==> src/rtl/bcd_pkg.sv <==
// Shared types and constants for the BCD-to-binary conversion path.
package bcd_pkg;

  typedef enum logic [0:0] {
    IDLE  = 1'b0,
    SHIFT = 1'b1
  } state_t;

  localparam int NDIG       = 3;
  localparam int BW         = 10;
  localparam int ADJ_THRESH = 8;
  localparam int ADJ_VAL    = 3;
  localparam int DIGIT_MAX  = 9;

endpackage

==> src/rtl/bcd_digit_adj.sv <==
// One BCD digit correction step of reverse double-dabble: a field of 8 or more
// after the right shift had a borrowed 10 worth of weight, so subtract 3.
module bcd_digit_adj (
  input  logic [3:0] din,
  output logic [3:0] dout
);
  import bcd_pkg::*;

  always_comb begin
    dout = din;
    if (din >= 4'(ADJ_THRESH)) dout = din - 4'(ADJ_VAL);
  end

endmodule

==> src/rtl/bcd_to_bin.sv <==
// Sequential three-digit BCD to binary converter (reverse double-dabble) with
// start/busy/done handshake and non-decimal digit rejection.
module bcd_to_bin #(
  parameter int NDIG = 3,
  parameter int BW   = 10
) (
  input  logic          clk,
  input  logic          rst,
  input  logic          start,
  input  logic [3:0]    bcd2,
  input  logic [3:0]    bcd1,
  input  logic [3:0]    bcd0,
  output logic [BW-1:0] bin,
  output logic          busy,
  output logic          done,
  output logic          err
);
  import bcd_pkg::*;

  localparam int DW = 4 * NDIG;
  localparam int WW = DW + BW;
  localparam int CW = $clog2(BW + 1);

  state_t        state, state_nxt;
  logic [WW-1:0] work, shifted, work_nxt;
  logic [CW-1:0] cnt;
  logic [DW-1:0] digits_in;
  logic          digit_bad, accept, reject, last;

  assign digits_in = {bcd2, bcd1, bcd0};

  always_comb begin
    digit_bad = 1'b0;
    for (int i = 0; i < NDIG; i++)
      if (digits_in[4*i +: 4] > 4'(DIGIT_MAX)) digit_bad = 1'b1;
  end

  // Shift and per-digit correction form a single register update.
  assign shifted = work >> 1;
  assign work_nxt[BW-1:0] = shifted[BW-1:0];

  for (genvar g = 0; g < NDIG; g++) begin : g_adj
    bcd_digit_adj u_adj (
      .din  (shifted[BW+4*g +: 4]),
      .dout (work_nxt[BW+4*g +: 4])
    );
  end

  assign accept = (state == IDLE) && start && !digit_bad;
  assign reject = (state == IDLE) && start && digit_bad;
  assign last   = (state == SHIFT) && (cnt == CW'(1));

  always_ff @(posedge clk) begin
    if (rst) state <= IDLE;
    else     state <= state_nxt;
  end

  always_comb begin
    state_nxt = state;
    case (state)
      IDLE:    if (accept) state_nxt = SHIFT;
      SHIFT:   if (last)   state_nxt = IDLE;
      default: state_nxt = IDLE;
    endcase
  end

  always_comb begin
    busy = (state == SHIFT);
  end

  always_ff @(posedge clk) begin
    if (rst) begin
      work <= '0;
      cnt  <= '0;
      bin  <= '0;
      done <= 1'b0;
      err  <= 1'b0;
    end else begin
      done <= reject | last;
      if (accept) begin
        work <= {digits_in, {BW{1'b0}}};
        cnt  <= CW'(BW);
        err  <= 1'b0;
      end else if (state == SHIFT) begin
        work <= work_nxt;
        cnt  <= cnt - CW'(1);
        if (last) bin <= work_nxt[BW-1:0];
      end
      if (reject) err <= 1'b1;
    end
  end

endmodule

==> config.mk <==
export PLATFORM = sky130hd
export DESIGN_NAME = bcd_to_bin
export DESIGN_NICKNAME = d
export VERILOG_FILES = /design/src/rtl/bcd_pkg.sv /design/src/rtl/bcd_digit_adj.sv /design/src/rtl/bcd_to_bin.sv
export SDC_FILE = /design/constraint.sdc
export NUM_CORES = 1
export LEC_CHECK = 0
export BUFFER_PORTS_ARGS = -buffer_cell sky130_fd_sc_hd__buf_2
export CORE_MARGIN = 4
export CORE_UTILIZATION = 45
export CTS_BUF_LIST = sky130_fd_sc_hd__clkbuf_2
export DETAILED_ROUTE_END_ITERATION = 10
export GPL_ROUTABILITY_DRIVEN = 0
export PLACE_DENSITY_LB_ADDON = 0.05
export SLEW_MARGIN = 5
export SYNTH_ARGS = -nofsm -noshare
export SYNTH_HDL_FRONTEND = slang
export SYNTH_SLANG_ARGS = --single-unit
==> constraint.sdc <==
create_clock -name clk -period 1.9 [get_ports clk]
set_input_delay 0.57 -clock clk [delete_from_list [all_inputs] [get_ports clk]]
set_output_delay 0.57 -clock clk [all_outputs]
set_load 0.05 [all_outputs]
# After elaboration in Yosys (flattened, before gate mapping)
# Index checks and enable logic that the tools add are counted.
# Widths: inputs -> output; s select.
totals:
  ff_bits: 39
  inputBits: 15
  output_inout_bits: 13
  word_cells: 46
classes:
  n_addsub: 4
  n_lt_le_gt_ge: 6
  n_eq_ne: 1
  n_mux: 15
  bitwise: 3
  n_reduce_logical: 9
op_table:
  columns: ["cell", "count"]
  rows:
  - ["$mux 22", 2]
  - ["$mux 4", 5]
  - ["$gt 4x4->1 const B", 3]
  - ["$ge 4x4->1 const B", 2]
  - ["$sub 4x2->4 const B", 2]
  - ["$mux 1", 7]
  - ["$eq 4x1->1 const B", 1]
  - ["$ge 3x4->1 const B", 1]
  - ["$logic_and 1x1->1", 4]
  - ["$reduce_bool 2->1", 2]
  - ["$sub 3x2->4 const B", 1]
  - ["$sub 4x1->4 const B", 1]
  - ["$reduce_and 3->1", 1]
  - ["$not 1->1", 2]
  - ["$pmux 1 s2", 1]
  - ["$reduce_or 2->1", 1]
  - ["$logic_not 1->1", 1]
  - ["$or 1x1->1", 1]

# Depth between registers and ports, before layout
depth:
  ltp_word: 8
  ltp_mapped: 6
  depth_no_buf: 6

# Cells and area by module
# A second synthesis with hierarchy kept.
hier_totals:
  hier_cells: 205
  hier_area_um2: 1803.0
by_module_without_submodules:
  columns: ["mod", "n_inst", "cells_per_inst", "area_each_um2", "seq_area_each_um2"]
  rows:
  - ["bcd_to_bin", 1, 172, 1574.0, 760.7]
  - ["bcd_digit_adj", 3, 11, 76.3, 0.0]

# Worst setup path after synthesis
# No wires, ideal clock.
synth_path:
  path_kind: "flip-flop to flip-flop"
  from: "reg state, in the netlist busy"
  to: "reg work[11]"
  setup_time_ps: 132
  arrival_time_ps: 1457
  required_time_ps: 1768
  setup_slack_ps: 311
  path_stages_with_launch: 6
  path_buffers: 1
  period_less_slack_ps: 1589
  cell_sequence: "dfxtp_1 > nor2b_2 > and4_1 > buf_4 > a22oi_1 > a21oi_1"
synth_between:
  elab_chain_cells: 4
  word_cells_on_any_way: 5
  classes_between: "mux: 1; bitwise: 1; reduce/logical: 3"
synth_lines:
  columns: ["element", "line_no", "rtl"]
  rows:
  - ["from (decl)", "bcd_to_bin.sv:24", "state_t state, state_nxt;"]
  - ["from (signal assigned)", "bcd_to_bin.sv:55", "else state <= state_nxt;"]
  - ["$not 1->1", null, null]
  - ["$logic_and 1x1->1 (2 in a row)", "bcd_to_bin.sv:49", "assign accept = (state == IDLE) && start && !digit_bad;"]
  - ["$mux 22 or $reduce_bool 2->1 (tied branches)", null, null]
  - ["to (signal assigned)", "bcd_to_bin.sv:81", "work <= {digits_in, {BW{1'b0}}};"]
  - ["to (signal assigned)", "bcd_to_bin.sv:85", "work <= work_nxt;"]
  - ["to (decl)", "bcd_to_bin.sv:25", "logic [WW-1:0] work, shifted, work_nxt;"]
# Several ways; a longest one is shown, not always the timed one.
# A chain may end at the register's enable or synchronous reset.

# Worst setup path in the final report
layout_path:
  from: "reg state, in the netlist busy"
  to: "out busy"
layout_lines:
  columns: ["element", "line_no", "rtl"]
  rows:
  - ["to (decl)", "bcd_to_bin.sv:14", "output logic busy,"]
# No word-level cell between the ends.

==> metrics <==
status=finished clean; syn nets=209; CP required=1.33 ns; P_leak=0.000797 uW; TritonCTS clock tree=done; Port Buffers=27; synthesized area=1680 sq um; DP HPWL=2.54 mm; crit-path cells=buf_2; diodes inserted=0; Slowest-stage cell, CP=dfxtp_1; final hold slack=0.407 ns; PostCTS Resize Cnt=0; total grt overflow=0; Netlist cell types=34; Post-Synthesis Cells=188; fin crit share=0.896; Seq cells post-synth=38; vias in the first global route=1,284; Placeable Area=3470 sq um; post-route ant nets=0; TNS Setup=0 ns; met2 routed WL=1.59 mm; Worst Max-Slew Pin Slew=0.545 ns; synth-to-layout area growth=18.2%; CP endpoint kind=output pin; WL final=3.56 mm; WL met3=152 um; Die ar.=4770 sq um; share of layout cells above drive strength 1=0.220; total CTS buffers=5; WL/cell=13.2 um; DR top layer=met4; DR vias=1,408; initial detailed-routing violation count=53; Fillers=315; crit start category=flip-flop; number of clock sinks=38; min Tclk post-route=1.70 ns; Final nets=243; antenna violations before repair=0; buffers and inverters on the worst path=1; Arr. time, crit path=1.13 ns; cts hold-fix bufs=0; WS Path Type=flip-flop to output pin; synthesis warning total=0; delay-heaviest family, CP=flip-flops; first-pass GRT wire length=6.04 mm; H-tree depth=2; M1 WL=1.78 mm; multi-input logic area=841 sq um; pre-CTS WS=0.0510 ns; num ports=28; Seq/Total Area, Yosys=0.453; Die Ht=69.1 um; Site Rows=21; Total Routing Usage GR=0.154; Pwr Density=836 nW/um^2; register area=761 sq um; Max clock buf depth=2; most common cell after layout, fill and taps aside=dfxtp_1; Synth Area per Inst=8.93 sq um; fmax=588 MHz; Post-CTS Setup Repair Bufs=0; pin count of the biggest net entering global routing=24; maxcap violations=0; post-route setup slack=0.198 ns; VDD IR max=0.486 mV; slowest stage delay, CP=0.45 ns; Reg clk slew, reported paths=0.20 ns; Final setup viols=0; Via density=5.23; Worst Skew=0.0132 ns; TritonRoute pass-1 iters=4; initial core utilization=0.484; most frequent cells in the layout=38 x dfxtp_1, 31 x nand2_1, 27 x buf_2; worst rel slew slack=0.632; Max Transition Viols Final=0; endpoints failing hold=0; Final Util=0.572; crit-path max FO=5; unrepaired setup endpoints after global routing=false; CTS root buf=clkbuf_2; Die W=69.1 um; Worst-Skew Late Latency=0.39 ns; # DRC=0; Hold WC Path Type=primary input to flip-flop
-- per-stage QoR --
step                      power (uW)  cell area, sq um  cells
after floorplan                  983              1680    188
after global placement          1050              1900    261
after detailed placement        1050              1900    261
after CTS                       1670              1980    269
after global routing            1730              1980    269
final                           1660              1980    269
-- synth_stat cells --
cell      count  area (sq um)
a21o_1        3          22.5
a21oi_1      21           105
a221o_1       2          20.0
a221oi_1      1          8.76
a22oi_1       6          45.0
a31oi_1       1          6.26
a32oi_1       1          8.76
a41oi_1       1          8.76
and3_1        2          12.5
and4_1        1          8.76
buf_2         2          10.0
buf_4         3          22.5
clkbuf_1      5          18.8
dfxtp_1      38           761
ha_1          6          75.1
inv_1         7          26.3
mux2i_1      10           100
nand2_1      31           116
nand2b_1      1          6.26
nand3_1       3          15.0
nand3b_1      2          15.0
nand4_1       3          18.8
nor2_1        7          26.3
nor2b_1       2          12.5
nor2b_2       1          8.76
nor3_1       12          60.1
nor3b_1       2          15.0
nor4b_1       1          8.76
nor4b_2       1          15.0
o21ai_0       1          5.00
o21ai_2       3          26.3
o32ai_1       1          8.76
xnor2_1       4          35.0
xor2_1        3          26.3
-- power by group --
part | switching, uW | internal (uW) | total, uW
Sequential | 22.9 | 821 | 844
Combinational | 113 | 76.6 | 189
Clock | 275 | 350 | 626
Total | 411 | 1250 | 1660
-- final timing paths --
check	from	endpoint	slack, ns	cells past startpoint
setup reg to reg	busy	bin[3]	0.42	4
setup / recovery	busy	busy	0.20	1
hold reg to reg	bin[6]	bin[6]	0.46	2
hold / removal	bcd2[3]	work[21]	0.41	3
-- logic make-up (layout without fill, tap and decap cells) --
kind of cell | after synthesis | count (layout) | synth area share
AND/OR/NAND/NOR | 69 | 69 | 0.202
AO/OA/AOI/OAI | 41 | 41 | 0.158
flip-flops | 38 | 38 | 0.453
buffers and inverters | 17 | 52 | 0.0462
multiplexers | 10 | 10 | 0.0596
XOR/XNOR | 7 | 7 | 0.0365
adder cells (fa/ha/maj) | 6 | 6 | 0.0447
-- state kept, by name (all words and copies together), names as in the netlist --
name,flops
bin,10
busy,1
cnt,4
done,1
err,1
work,21
-- layer usage --
| layer | up-vias | track usage |
|---|---|---|
| met5 | - | 0 |
| met4 | 0 | 0.0456 |
| met3 | 5 | 0.0523 |
| met2 | 20 | 0.242 |
| met1 | 654 | 0.201 |
| li1 | 729 | - |
-- cell type report --
type,count,share of cell area
well taps,46,0.0290
flip-flops and latches,38,0.383
multi-input cells,133,0.424
clock inverters,3,0.0322
inverters,7,0.0132
repair buffers,37,0.106
clock buffers,5,0.0126
(Power assumes the default switching activity.)
